$ cat src/rtl/sd_ctrl_pkg.sv
// Shared types and constants for the SPI SD block scheduler.
package sd_ctrl_pkg;

    typedef enum logic [1:0] {
        StIdle,
        StIssue,
        StWait,
        StFinish
    } sd_state_e;

    // One SDSC block is 512 bytes
    localparam int unsigned SD_BLOCK_SHIFT = 9;

    localparam int unsigned DEF_ADDR_W    = 16;
    localparam int unsigned DEF_SD_ADDR_W = 32;
    localparam int unsigned DEF_CNT_W     = 4;
    localparam int unsigned DEF_TIMEOUT_W = 20;

endpackage

$ cat src/rtl/rr_arbiter2.sv
// Two-way round-robin arbiter; the last-served port loses a tie.
module rr_arbiter2 (
    input  logic clk,
    input  logic reset,
    input  logic req0,
    input  logic req1,
    input  logic update,
    input  logic served,
    output logic grant0,
    output logic grant1
);

    logic last_q;

    // Resets to port 1 so port 0 wins the first tie
    always_ff @(posedge clk) begin
        if (reset) begin
            last_q <= 1'b1;
        end else if (update) begin
            last_q <= served;
        end
    end

    always_comb begin
        grant0 = req0 & (~req1 | last_q);
        grant1 = req1 & (~req0 | ~last_q);
    end

endmodule

$ cat src/rtl/sd_block_scheduler.sv
// Arbitrates two block requesters and sequences per-block SD transfers with a watchdog.
module sd_block_scheduler
    import sd_ctrl_pkg::*;
#(
    parameter int unsigned ADDR_W    = DEF_ADDR_W,
    parameter int unsigned SD_ADDR_W = DEF_SD_ADDR_W,
    parameter int unsigned CNT_W     = DEF_CNT_W,
    parameter int unsigned TIMEOUT_W = DEF_TIMEOUT_W
) (
    input  logic                 clk,
    input  logic                 reset,
    input  logic                 req0_valid,
    input  logic                 req0_write,
    input  logic [ADDR_W-1:0]    req0_block,
    input  logic [CNT_W-1:0]     req0_count,
    input  logic                 req1_valid,
    input  logic                 req1_write,
    input  logic [ADDR_W-1:0]    req1_block,
    input  logic [CNT_W-1:0]     req1_count,
    output logic                 req0_grant,
    output logic                 req1_grant,
    output logic                 req0_done,
    output logic                 req1_done,
    output logic                 req0_error,
    output logic                 req1_error,
    output logic                 sd_start,
    output logic                 sd_write,
    output logic [SD_ADDR_W-1:0] sd_addr,
    input  logic                 sd_done,
    input  logic                 sd_error,
    output logic                 busy
);

    sd_state_e            state;
    logic                 port_q;
    logic                 write_q;
    logic [ADDR_W-1:0]    block_q;
    logic [CNT_W-1:0]     count_q;
    logic [CNT_W-1:0]     idx_q;
    logic [TIMEOUT_W-1:0] wd_q;

    logic                 arb_g0;
    logic                 arb_g1;
    logic                 sel_write;
    logic [ADDR_W-1:0]    sel_block;
    logic [CNT_W-1:0]     sel_count;
    logic [CNT_W-1:0]     idx_next;
    logic [ADDR_W-1:0]    issue_block;
    logic [SD_ADDR_W-1:0] issue_ext;
    logic [SD_ADDR_W-1:0] issue_addr;
    logic                 finish;
    logic                 abort;

    rr_arbiter2 u_arb (
        .clk    (clk),
        .reset  (reset),
        .req0   (req0_valid),
        .req1   (req1_valid),
        .update (state == StFinish),
        .served (port_q),
        .grant0 (arb_g0),
        .grant1 (arb_g1)
    );

    always_comb begin
        sel_write = arb_g1 ? req1_write : req0_write;
        sel_block = arb_g1 ? req1_block : req0_block;
        sel_count = arb_g1 ? req1_count : req0_count;
        idx_next  = idx_q + 1'b1;
        // Block index wraps within ADDR_W before being scaled to bytes
        issue_block = (state == StIdle) ? sel_block : block_q + ADDR_W'(idx_next);
        issue_ext   = SD_ADDR_W'(issue_block);
        issue_addr  = issue_ext << SD_BLOCK_SHIFT;
        // A completion beats a watchdog expiry in the same cycle
        finish = sd_done ? (sd_error || (idx_q == count_q)) : (wd_q == TIMEOUT_W'(1));
        abort  = sd_done ? sd_error : 1'b1;
    end

    always_ff @(posedge clk) begin
        if (reset) begin
            state      <= StIdle;
            port_q     <= 1'b0;
            write_q    <= 1'b0;
            block_q    <= '0;
            count_q    <= '0;
            idx_q      <= '0;
            wd_q       <= '0;
            req0_grant <= 1'b0;
            req1_grant <= 1'b0;
            req0_done  <= 1'b0;
            req1_done  <= 1'b0;
            req0_error <= 1'b0;
            req1_error <= 1'b0;
            sd_start   <= 1'b0;
            sd_write   <= 1'b0;
            sd_addr    <= '0;
            busy       <= 1'b0;
        end else begin
            req0_grant <= 1'b0;
            req1_grant <= 1'b0;
            req0_done  <= 1'b0;
            req1_done  <= 1'b0;
            req0_error <= 1'b0;
            req1_error <= 1'b0;
            sd_start   <= 1'b0;
            unique case (state)
                StIdle: begin
                    if (arb_g0 || arb_g1) begin
                        port_q     <= arb_g1;
                        write_q    <= sel_write;
                        block_q    <= sel_block;
                        count_q    <= sel_count;
                        idx_q      <= '0;
                        req0_grant <= arb_g0;
                        req1_grant <= arb_g1;
                        sd_start   <= 1'b1;
                        sd_write   <= sel_write;
                        sd_addr    <= issue_addr;
                        wd_q       <= '1;
                        busy       <= 1'b1;
                        state      <= StIssue;
                    end
                end
                StIssue: begin
                    wd_q  <= wd_q - 1'b1;
                    state <= StWait;
                end
                StWait: begin
                    wd_q <= wd_q - 1'b1;
                    if (finish) begin
                        req0_done  <= ~port_q;
                        req1_done  <= port_q;
                        req0_error <= ~port_q & abort;
                        req1_error <= port_q & abort;
                        state      <= StFinish;
                    end else if (sd_done) begin
                        idx_q    <= idx_next;
                        sd_start <= 1'b1;
                        sd_write <= write_q;
                        sd_addr  <= issue_addr;
                        wd_q     <= '1;
                        state    <= StIssue;
                    end
                end
                StFinish: begin
                    busy  <= 1'b0;
                    state <= StIdle;
                end
                default: state <= StIdle;
            endcase
        end
    end

endmodule

$ cat config.mk
export PLATFORM = sky130hd
export DESIGN_NAME = sd_block_scheduler
export DESIGN_NICKNAME = d
export VERILOG_FILES = /design/src/rtl/sd_ctrl_pkg.sv /design/src/rtl/rr_arbiter2.sv /design/src/rtl/sd_block_scheduler.sv
export SDC_FILE = /design/constraint.sdc
export NUM_CORES = 1
export LEC_CHECK = 0
export CORE_UTILIZATION = 55
export CTS_CLUSTER_DIAMETER = 30
export DETAILED_ROUTE_END_ITERATION = 16
export PLACE_DENSITY = 0.86
export SLEW_MARGIN = 20
export SYNTH_ARGS = -nofsm -noshare
export SYNTH_HDL_FRONTEND = slang
export SYNTH_SLANG_ARGS = --single-unit
$ cat constraint.sdc
create_clock -name clk -period 7.4 [get_ports clk]
set_clock_uncertainty 0.2 [all_clocks]
set_input_delay 1.48 -clock clk [delete_from_list [all_inputs] [get_ports clk]]
set_output_delay 1.48 -clock clk [all_outputs]
set_load 0.005 [all_outputs]
======== After elaboration in Yosys (flattened, before gate mapping) ========
Cells that the tools add are included.
operators by class
  $mul .................................... 0
  div/mod/pow operators ................... 0
  reduce and logical (&&, ||, !) cells .... 13
  order comparisons ....................... 0
  bitwise operators ....................... 14
  equal/unequal tests ..................... 9
  multiplexer cells ....................... 32
  $add $sub $neg .......................... 3
  shift operators ......................... 0
operators with widths
  operator                                            number
  two-way mux 32 bit                                  3
  one-hot mux 32 bit (2 select lines)                 1
  two-way mux 20 bit                                  3
  one-hot mux 20 bit (3 select lines)                 1
  two-way mux 16 bit                                  2
  == test 20 x 1 -> 1 bit, second input constant      1
  subtractor 20 x 1 -> 20 bit, second input constant  1
  adder 16 x 4 -> 16 bit                              1
  two-way mux 4 bit                                   4
  two-way mux 1 bit                                   10
  NOT 1 bit                                           8
  one-hot mux 2 bit (4 select lines)                  1
  one-hot mux 4 bit (2 select lines)                  1
  AND reduction 2 bit                                 4
  two-way mux 2 bit                                   3
  one-hot mux 1 bit (2 select lines)                  3
  OR reduction 3 bit                                  2
  adder 4 x 1 -> 4 bit, second input constant         1
  bitwise AND 1 bit                                   4
  == test 2 bit, second input constant                2
  == test 4 bit                                       1
  != test 2 bit, second input constant                2
  AND reduction 4 bit                                 1
  nonzero test 2 bit                                  2
  other kinds (7)                                     9
storage, ports and cells
  input bits .............................. 48
  flip-flop bits (word level) ............. 90
  word-level logic and storage cells ...... 89
  ROM bits ................................ 0
  memories kept ........................... 0
  bits in latches ......................... 0
  RAM bits ................................ 0
  output and inout bits ................... 41

======== Depth between registers and ports, before layout ========
Gate-level depths: netlist of run 1.
  word-level depth ........................ 8
  mapped depth ............................ 9

======== Modules after synthesis ========
Synthesis of run 1 repeated with hierarchy kept, for this count alone.
unflattened totals
  cells, all modules ...................... 514
  area total of the unflattened synthesis .. 4,162.7 um^2
modules (own cells, without submodules)
  module              cells an instance  seq. area each (um^2)  instances  area each (um^2)
  sd_block_scheduler  507                1,461.4                1          4,103.9
  rr_arbiter2         7                  20.0                   1          58.8

======== Least setup slack after synthesis of run 1 ========
Ideal clock, no wire load.
  path type ............................... input-to-reg
  start point ............................. input req1_valid
  end point ............................... register wd_q[12]
  arrival time ............................ 2.726 ns
  required time ........................... 7.130 ns
  setup time .............................. 0.070 ns
  path slack .............................. 4.404 ns
  stages .................................. 6
  path through ............................ nor3b_2 -> nor2_1 -> and3_1 -> clkbuf_1 -> a21oi_1 -> a21boi_1
between the ends
  longest elaborated chain between the ends .. 6
  elaborated cells on any way between the ends .. 7
  classes of those cells .................. eq/ne (1); bitwise (4); reduce/logical (2)
RTL lines
  element                             line                       source
  start: declaration                  sd_block_scheduler.sv:16   input logic req1_valid,
  NOT 1 bit                           rr_arbiter2.sv:25          grant0 = req0 & (~req1 | last_q);
  bitwise OR 1 bit                    rr_arbiter2.sv:25
  bitwise AND 1 bit                   rr_arbiter2.sv:25
  logical OR 1 bit *                  sd_block_scheduler.sv:108  if (arb_g0 || arb_g1) begin
  != test 2 x 1 -> 1 bit (no line) *  -
  AND reduction 2 bit (no line) *     -
  end signal: assignment              sd_block_scheduler.sv:125  wd_q <= wd_q - 1'b1;
  end signal: assignment              sd_block_scheduler.sv:129  wd_q <= wd_q - 1'b1;
  end: declaration                    sd_block_scheduler.sv:40   logic [TIMEOUT_W-1:0] wd_q;
Mark *: on every way between the ends. The rest lies on a longest branch, timed or not.
A chain may end at the register's enable or synchronous reset.

======== Worst setup path after layout of run 1 ========
  start point ............................. input req0_valid
  end point ............................... register wd_q[10]
between the ends
  longest elaborated chain between the ends .. 6
  elaborated cells on any way between the ends .. 7
  classes of those cells .................. eq/ne (1); bitwise (4); reduce/logical (2)
RTL lines
  element                             line                       source
  start: declaration                  sd_block_scheduler.sv:12   input logic req0_valid,
  NOT 1 bit                           rr_arbiter2.sv:26          grant1 = req1 & (~req0 | ~last_q);
  bitwise OR 1 bit                    rr_arbiter2.sv:26
  bitwise AND 1 bit                   rr_arbiter2.sv:26
  logical OR 1 bit *                  sd_block_scheduler.sv:108
  != test 2 x 1 -> 1 bit (no line) *  -
  AND reduction 2 bit (no line) *     -
Marks and branches as above.

==> flow_summary.yaml, run 1 <==
cts:
  clock_sinks: 74
  tritoncts: "built"
  root_buffer: "clkbuf_8"
  cts_max_level: 3
  cts.repair.resized: 0
  clockBufferDepth: 2
  clock_latency_ps: 360
  clk_pin_slew_ps: 80
  cts_hold_buf: 0
  cts_buffers: 9
  postCtsSetupBuffers: 0
cells_and_area:
  fillers: 603
  final_layout_size_suffix_gt1_share_pct: 7.36
  diodes: 0
  multiInputGateArea_um2: 2450
  final-seq-area_um2: 1480
  areaGrowthSynthToFinish_pct: 21.0
  layout.nets: 627
placement:
  place.gp.congestion: 0.837
  portBuffers: 72
  hpwl_mm: 6.87
worst_setup_path:
  path_buf_inv: 1
  critPathCaptureType: "flop"
  cp.arrival_ps: 3860
  cp_cell_sequence: "clkdlybuf4s50_1, nor3b_2, nor2_2, nand3_2, o221a_2"
  required_ps: 7460
  cp_max_fo: 28
  cp-start-kind: "primary input"
  cpMaxStageDelayCell: "nand3_2"
  critPathTopFamily: "simple AND/OR/NAND/NOR gates"
  cpPeakStageDelay_ps: 600
  critPathKind: "primary input to flop"
global_route:
  grt_usage_pct: 27.0
  overflow: 0
  antenna_found_initial: 0
  grt_max_degree: 61
  grt_pass1_wl_mm: 16.6
  grt_pass1_vias: 3744
die:
  die_h_um: 88.8
  core-area_um2: 7250
  io_pins: 89
  die_area_um2: 7890
  row_count: 31
  die_x_um: 88.8
  start_util_pct: 57.1
timing:
  maxSlewHeadroom_pct: 27.5
  slew_violations: 0
  worst_pin_slew_ps: 1090
  setup_viol: 0
  period_needed_ps: 3800
  rsz0062_at_grt: "no"
  fin_crit_sh_pct: 51.4
  fmax_mhz: 263
  setup_tns_ps: 0
  finalHoldViolations: 0
logic_synthesis:
  avgSynthCellArea_um2: 8.11
  ys_top_cells_by_count: "dfxtp_1 (74), nor2_1 (72), nand2_1 (39)"
  synth.most_common_cell: "dfxtp_1"
  synth-edff-count: 0
  synth_cell_types: 63
  synth_area_um2: 4140
  synthFlopType: "dfxtp_1"
  yosysWarnings: 0
  yosysTopAreaCellShare_pct: 35.7
  ys_ff_latch: 74
  ys_top_cells_by_area: "dfxtp_1 (36%), nor2_1 (6.5%), mux2i_1 (5.8%)"
  synth_cells: 511
  async_flop_share_pct: 0
  synth_top_area_cell: "dfxtp_1"
  seq_area_frac_synth_pct: 35.7
power:
  p_int_w: 0.000861
  seq_power_share_pct: 41.3
  ir_drop_mv: 0.143
  clkPwrFrac_pct: 20.9
  switching_share_pct: 38.4
  leakagePower_nw: 1.92
  combPwrFrac_pct: 37.8
  switching_power_w: 0.000537
  finalPower_w: 0.00140
  power_density_nw_per_um2: 279
job:
  cap_viol_max_count: 0
detailed_routing:
  vias_per_cell: 5.92
  ant_nets: 0
  num_vias: 3966
  first_pass_iters: 5
  drtIter0Drc: 213
  wl_per_cell_um: 14.7
  drt_wl_total_mm: 9.82
  route.detailed.drc: 0
hold_path:
  hp-class: "flop to flop"
status:
  status: "completed"
[worst paths after layout]
check                   from    endpoint  slack (ps)  cells past startpoint
setup / recovery  req0_valid    wd_q[10]        3600                      5
hold / removal    sd_addr[9]  sd_addr[9]         250                      2
setup reg to reg    state[0]    wd_q[10]        3950                      6
hold reg to reg   sd_addr[9]  sd_addr[9]         250                      2
[registers in the layout, summed over array words and instances, names as in the netlist]
| name | flops |
|---|---|
| count_q | 4 |
| busy | 1 |
| req1_grant | 1 |
| state | 2 |
| block_q | 16 |
| port_q | 1 |
| req1_done | 1 |
| sd_write | 1 |
| idx_q | 4 |
| write_q | 1 |
| sd_addr | 16 |
| wd_q | 20 |
| req1_error | 1 |
| req0_error | 1 |
| u_arb.last_q | 1 |
| sd_start | 1 |
| req0_grant | 1 |
| req0_done | 1 |
[cell families after synthesis]
group | Yosys count | share of synthesized area (%)
other | 1 | 0.0905
muxes | 24 | 5.80
AOI/OAI and AO/OA | 128 | 20.9
DFF | 74 | 35.7
xor gates and xnor gates | 11 | 2.32
buffers and inverters | 55 | 6.79
adders and majority gates | 12 | 3.80
and+or+nand+nor | 206 | 24.6
[layout make-up]
| cell class | count | share of cell area [%] |
|---|---|---|
| Timing Repair Buffer | 76 | 14.9 |
| Multi-Input combinational cell | 397 | 48.9 |
| Sequential cell | 74 | 29.6 |
| Inverter | 9 | 0.674 |
| Clock buffer | 11 | 3.02 |
| Tap cell | 99 | 2.47 |
| Clock inverter | 4 | 0.549 |
[power by group through the flow]
| stage | clock network [W] | registers (W) | logic [W] |
|---|---|---|---|
| finish | 0.000292 | 0.000577 | 0.000529 |
| floorplan | 0 | 0.000565 | 0.000376 |
| CTS | 0.000291 | 0.000575 | 0.000526 |
| global placement | 0 | 0.000576 | 0.000506 |
| global route | 0.000313 | 0.000591 | 0.000591 |
| detailed placement | 0 | 0.000583 | 0.000525 |
[cell usage in the layout (no fill, tap or decap), types with 3 or more instances in the layout]
cell,n
dfxtp_1,74
clkdlybuf4s50_1,71
nor2_1,69
nand2_1,39
a21oi_1,38
nor3_1,26
a211oi_1,25
mux2i_1,24
o21ai_0,19
nor4_1,17
conb_1,16
nand3_1,15
ha_1,11
clkbuf_8,11
inv_1,9
xnor2_1,6
o211ai_1,6
xor2_1,5
o31ai_1,5
nor2b_1,4
nor2_2,4
o221a_2,4
o21a_1,4
buf_4,4
nand2b_1,3
a21o_1,3
and4_1,3
or2_2,3
or4_1,3
nand4_1,3
a31oi_1,3
clkinvlp_4,3
[metrics by stage]
| step | utilization (%) | cell area [µm²] | hold WS, ps | instances | worst slack (ps) |
|---|---|---|---|---|---|
| global placement | 66.6 | 4830 | 242 | 655 | 2920 |
| global route | 69.1 | 5010 | 281 | 670 | 3340 |
| CTS | 69.1 | 5010 | 257 | 670 | 3220 |
| floorplan | - | 4200 | 248 | 526 | 4400 |
| finish | 69.1 | 5010 | 253 | 670 | 3600 |
| detailed placement | 66.6 | 4830 | 246 | 655 | 2840 |
[worst min-delay path, stage by stage (launching register included)]
cell     delay, ps
dfxtp_1        310
nand2_1         50
a21oi_1         50
[routing by layer]
layer	vias up	GRT usage (%)	wire (µm)
met2	156	45.7	4740
met4	0	12.3	158
met3	25	4.85	643
li1	1937	-	-
met1	1848	33.5	4270
met5	-	0	0
Note: power is estimated with default switching activity, not from simulation.
==> inputs of run 2 (changes only) <==
Settings changed: CORE_UTILIZATION 55 to 51, PLACE_DENSITY 0.86 to 0.8.
Clock period 7.4 ns to 3.61 ns, I/O delays scaled along.
==> flow_summary.yaml, run 2 (synthesis gave the netlist of run 1 again) <==
status:
  status: "completed"
placement:
  place.gp.congestion: 0.866
  portBuffers: 72
  dpl.cell_count: 662
  hpwl_mm: 7.07
timing:
  setup_tns_ps: 0
  slew_violations: 0
  fmax_mhz: 348
  worst_pin_slew_ps: 664
  period_needed_ps: 2880
  finalHoldViolations: 0
  finalHoldWorstSlack_ps: 257
  fin_crit_sh_pct: 79.6
  maxSlewHeadroom_pct: 55.7
  rsz0062_at_grt: "no"
  setup_viol: 0
power:
  switching_power_w: 0.00111
  leakagePower_nw: 1.96
  seq_power_share_pct: 39.4
  switching_share_pct: 37.2
  clkPwrFrac_pct: 23.9
  ir_drop_mv: 0.231
  power_density_nw_per_um2: 590
  p_int_w: 0.00188
  combPwrFrac_pct: 36.7
cells_and_area:
  layout_common_cells: "dfxtp_1 (74), nor2_1 (71), clkdlybuf4s50_1 (71)"
  layout.nets: 631
  layout_commonest_cell: "dfxtp_1"
  final-seq-area_um2: 1480
  largest_reg_flops: 20
  multiInputGateArea_um2: 2440
  final_layout_size_suffix_gt1_share_pct: 7.64
  top_regs: "wd_q x20, block_q x16, sd_addr x16"
  instances_no_fill: 678
  fillers: 658
  areaGrowthSynthToFinish_pct: 22.6
  largest-register: "wd_q"
  diodes: 0
global_route:
  grt_pass1_wl_mm: 16.8
  grt_max_degree: 60
  grt_usage_pct: 24.7
  overflow: 0
  grt_pass1_vias: 3684
  antenna_found_initial: 0
cts:
  tritoncts: "built"
  cts_hold_buf: 0
  postCtsSetupBuffers: 0
  cts_max_level: 3
  cts_buffers: 9
  clk_pin_slew_ps: 80
  clock_sinks: 74
  cts.repair.resized: 0
  clock_latency_ps: 360
  root_buffer: "clkbuf_8"
  clockBufferDepth: 2
die:
  row_count: 32
  io_pins: 89
  die_h_um: 92.1
  start_util_pct: 53.1
  core-area_um2: 7810
  die_area_um2: 8490
  die_x_um: 92.1
detailed_routing:
  num_vias: 3986
  first_pass_iters: 5
  drtIter0Drc: 129
  ant_nets: 0
  vias_per_cell: 5.88
  drt_wl_total_mm: 10.2
  route.detailed.drc: 0
  wl_per_cell_um: 15.0
hold_path:
  min_to: "sd_addr[9]"
  hp-class: "flop to flop"
  holdCritStartpoint: "sd_addr[9]"
  hold_depth: 2
worst_setup_path:
  cp-start-kind: "primary input"
  critPathCaptureType: "flop"
  ff2ff_setup_slack_ps: 820
  r2r-start: "idx_q[0]"
  cp.arrival_ps: 2920
  reg2reg_depth: 8
  cp_max_fo: 28
  worst_r2r_endpoint: "sd_addr[21]"
  critPathKind: "primary input to flop"
  required_ps: 3660
job:
  cap_viol_max_count: 0
-- run 2: area by class of cell --
type                    count  area share (%)
clock buffers              10            2.51
repair buffers             80            15.3
flip-flops and latches     74            29.2
multi-input cells         397            48.1
clock inverters             6            1.77
inverters                   9           0.665
well taps                 102            2.51
-- run 2: worst max-delay path by stage --
stage	slack, ps	from	endpoint	cells after the start
5_1_grt	510	req0_valid	wd_q[9]	6
3_5_place_dp	380	req0_valid	wd_q[10]	5
6_report	730	req0_valid	wd_q[10]	5
2_1_floorplan	1040	idx_q[0]	sd_addr[21]	8
4_1_cts	740	req0_valid	wd_q[10]	5
3_3_place_gp	500	req0_valid	wd_q[4]	5
-- run 2: metal layers --
layer / vias to the layer above / wire, µm / GRT usage [%]
met5: - / 0 / 0
met4: 0 / 298 / 11.3
met3: 22 / 540 / 4.56
met2: 150 / 4920 / 40.4
met1: 1865 / 4400 / 31.5
li1: 1949 / - / -
-- run 2: through the flow --
stage	setup WS, ps	area (µm²)	utilization [%]	power (W)
3_5_place_dp	375	4860	62.3	0.00228
5_1_grt	510	5080	65.1	0.00319
6_report	735	5080	65.1	0.00300
3_3_place_gp	498	4860	62.3	0.00223
2_1_floorplan	1040	4200	-	0.00193
4_1_cts	745	5080	65.1	0.00300
-- run 2: critical path, stage by stage --
cell             delay [ps]
clkdlybuf4s50_1         570
nor3b_2                 120
nor2_1                  490
nand3_2                 550
o221a_2                 470
-- run 2: power by group through the flow --
stage / sequential [W] / combinational [W] / clock, W
2_1_floorplan: 0.00116 / 0.000772 / 0
3_3_place_gp: 0.00118 / 0.00105 / 0
3_5_place_dp: 0.00119 / 0.00109 / 0
4_1_cts: 0.00118 / 0.00110 / 0.000726
5_1_grt: 0.00121 / 0.00122 / 0.000767
6_report: 0.00118 / 0.00110 / 0.000716
==> inputs of run 3 (changes only) <==
Settings changed: CORE_UTILIZATION 51 to 46, PLACE_DENSITY 0.8 to 0.76.
Clock period 3.61 ns to 2.5 ns, I/O delays scaled along.
==> flow_summary.yaml, run 3 (synthesis gave the netlist of run 1 again) <==
cells_and_area:
  layout_commonest_cell: "dfxtp_1"
  largest-register: "wd_q"
  fillers: 769
  diodes: 0
  instances_no_fill: 703
  multiInputGateArea_um2: 2470
  largest_reg_flops: 20
  final-seq-area_um2: 1480
  final_cell_area_um2: 5280
  layout.nets: 651
  final_layout_size_suffix_gt1_share_pct: 11.9
  areaGrowthSynthToFinish_pct: 27.4
  top_regs: "wd_q x20, block_q x16, sd_addr x16"
  layout_common_cells: "dfxtp_1 (72), nor2_1 (71), clkdlybuf4s50_1 (71)"
placement:
  placed_area_um2: 5050
  place.gp.congestion: 0.889
  hpwl_mm: 7.41
  portBuffers: 72
  dpl.cell_count: 687
detailed_routing:
  wl_per_cell_um: 14.4
  ant_nets: 0
  first_pass_iters: 5
  drt_wl_total_mm: 10.1
  wl_met2_mm: 4.97
  wl_met1_mm: 4.58
  route.detailed.drc: 0
  highest_layer: "met4"
  drtIter0Drc: 142
  vias_per_cell: 5.70
  wl_met3_um: 443
  num_vias: 4006
power:
  combPwrFrac_pct: 38.9
  leakagePower_nw: 2.06
  seq_power_share_pct: 39.6
  switching_power_w: 0.00160
  p_int_w: 0.00272
  clkPwrFrac_pct: 21.5
  ir_drop_mv: 0.409
  power_density_nw_per_um2: 817
  switching_share_pct: 37.0
cts:
  root_buffer: "clkbuf_8"
  cts_hold_buf: 0
  cts_buffers: 9
  clock_latency_ps: 350
  clk_pin_slew_ps: 80
  clock_sinks: 74
  cts_max_level: 3
  tritoncts: "built"
  clockBufferDepth: 2
timing:
  setup_viol: 0
  maxSlewHeadroom_pct: 59.5
  worst_pin_slew_ps: 606
  fin_crit_sh_pct: 94.1
  rsz0062_at_grt: "no"
  fmax_mhz: 425
  slew_violations: 0
  period_needed_ps: 2350
  finalHoldViolations: 0
global_route:
  grt_usage_pct: 22.2
  antenna_found_initial: 0
  grt_max_degree: 32
  grt_pass1_wl_mm: 17.4
  overflow: 0
  grt_pass1_vias: 3769
worst_setup_path:
  critPathTopFamily: "compound AO/OA/AOI/OAI gates"
  critPathKind: "flop to flop"
  cpPeakStageDelay_ps: 350
  critPathCaptureType: "flop"
  cpMaxStageDelayCell: "ha_2"
  required_ps: 2520
  cp-start-kind: "flop"
  worst_path_most_repeated_cell: "ha_2"
  cp_max_fo: 4
  path_buf_inv: 1
  cp.arrival_ps: 2370
  cp_cell_sequence: "ha_2, xor2_1, ha_2, nand3_1, a2bb2oi_2, buf_4, o31a_1, o31ai_2, a211oi_1"
die:
  core-area_um2: 8720
  row_count: 34
  start_util_pct: 47.5
  die_h_um: 96.9
  io_pins: 89
  die_x_um: 96.9
  die_area_um2: 9390
status:
  status: "completed"
job:
  cap_viol_max_count: 0
hold_path:
  hp-class: "flop to flop"
-- run 3: cell types whose count changed in the layout (fill, tap and decap cells not counted), moves of 2 or more --
cell | before | now
dfxtp_2 | 0 | 2
buf_12 | 0 | 3
buf_4 | 8 | 24
dfxtp_1 | 74 | 72
ha_2 | 0 | 2
ha_1 | 11 | 9
-- run 3: final timing paths --
kind | end | from | slack, ps | cells after the start
max | sd_addr[24] | idx_q[0] | 150 | 9
min | sd_addr[10] | sd_addr[10] | 260 | 2
max reg2reg | sd_addr[24] | idx_q[0] | 150 | 9
min reg2reg | sd_addr[10] | sd_addr[10] | 260 | 2
-- run 3: final cells by class --
class | count | share of cell area [%]
multi-input cells | 397 | 46.7
flip-flops and latches | 74 | 28.1
repair buffers | 100 | 18.3
clock buffers | 10 | 2.61
well taps | 108 | 2.56
clock inverters | 5 | 1.04
inverters | 9 | 0.640
-- run 3: layer usage --
layer,up-vias,global-route usage (%)
li1,1996,-
met1,1871,27.5
met2,118,39.4
met3,21,3.61
met4,0,6.20
met5,-,0
-- run 3: power groups by stage --
| stage | Combinational (W) | Clock, W | Sequential, W |
|---|---|---|---|
| 2_1_floorplan | 0.00112 | 0 | 0.00167 |
| 3_3_place_gp | 0.00161 | 0 | 0.00171 |
| 3_5_place_dp | 0.00166 | 0 | 0.00173 |
| 4_1_cts | 0.00167 | 0.000938 | 0.00170 |
| 5_1_grt | 0.00187 | 0.000988 | 0.00175 |
| 6_report | 0.00168 | 0.000927 | 0.00171 |
-- run 3: repair_timing --
item / CTS / global route
buffers inserted: 0 / 1
endpoints found under the setup margin: 0 / 7
gates resized for setup: 0 / 9
-- run 3: worst reg2reg max path, cell delays in order, from the launching register on --
cell and delay [ps]:
dfxtp_2 340, ha_2 200, xor2_1 150, ha_2 350
nand3_1 90, a2bb2oi_2 150, buf_4 150, o31a_1 300
o31ai_2 200, a211oi_1 100
-- run 3: metrics by stage --
stage / setup TNS [ps] / utilization (%) / setup slack, ps / total power, W / hold slack (ps)
floorplan: 0 / - / 0.403 / 0.00279 / 248
global placement: 0 / 58.0 / 48.1 / 0.00332 / 244
detailed placement: -3.25 / 58.0 / -3.25 / 0.00339 / 248
CTS: 0 / 60.2 / 6.50 / 0.00431 / 259
global route: 0 / 60.5 / 2.34 / 0.00461 / 285
finish: 0 / 60.5 / 148 / 0.00432 / 257
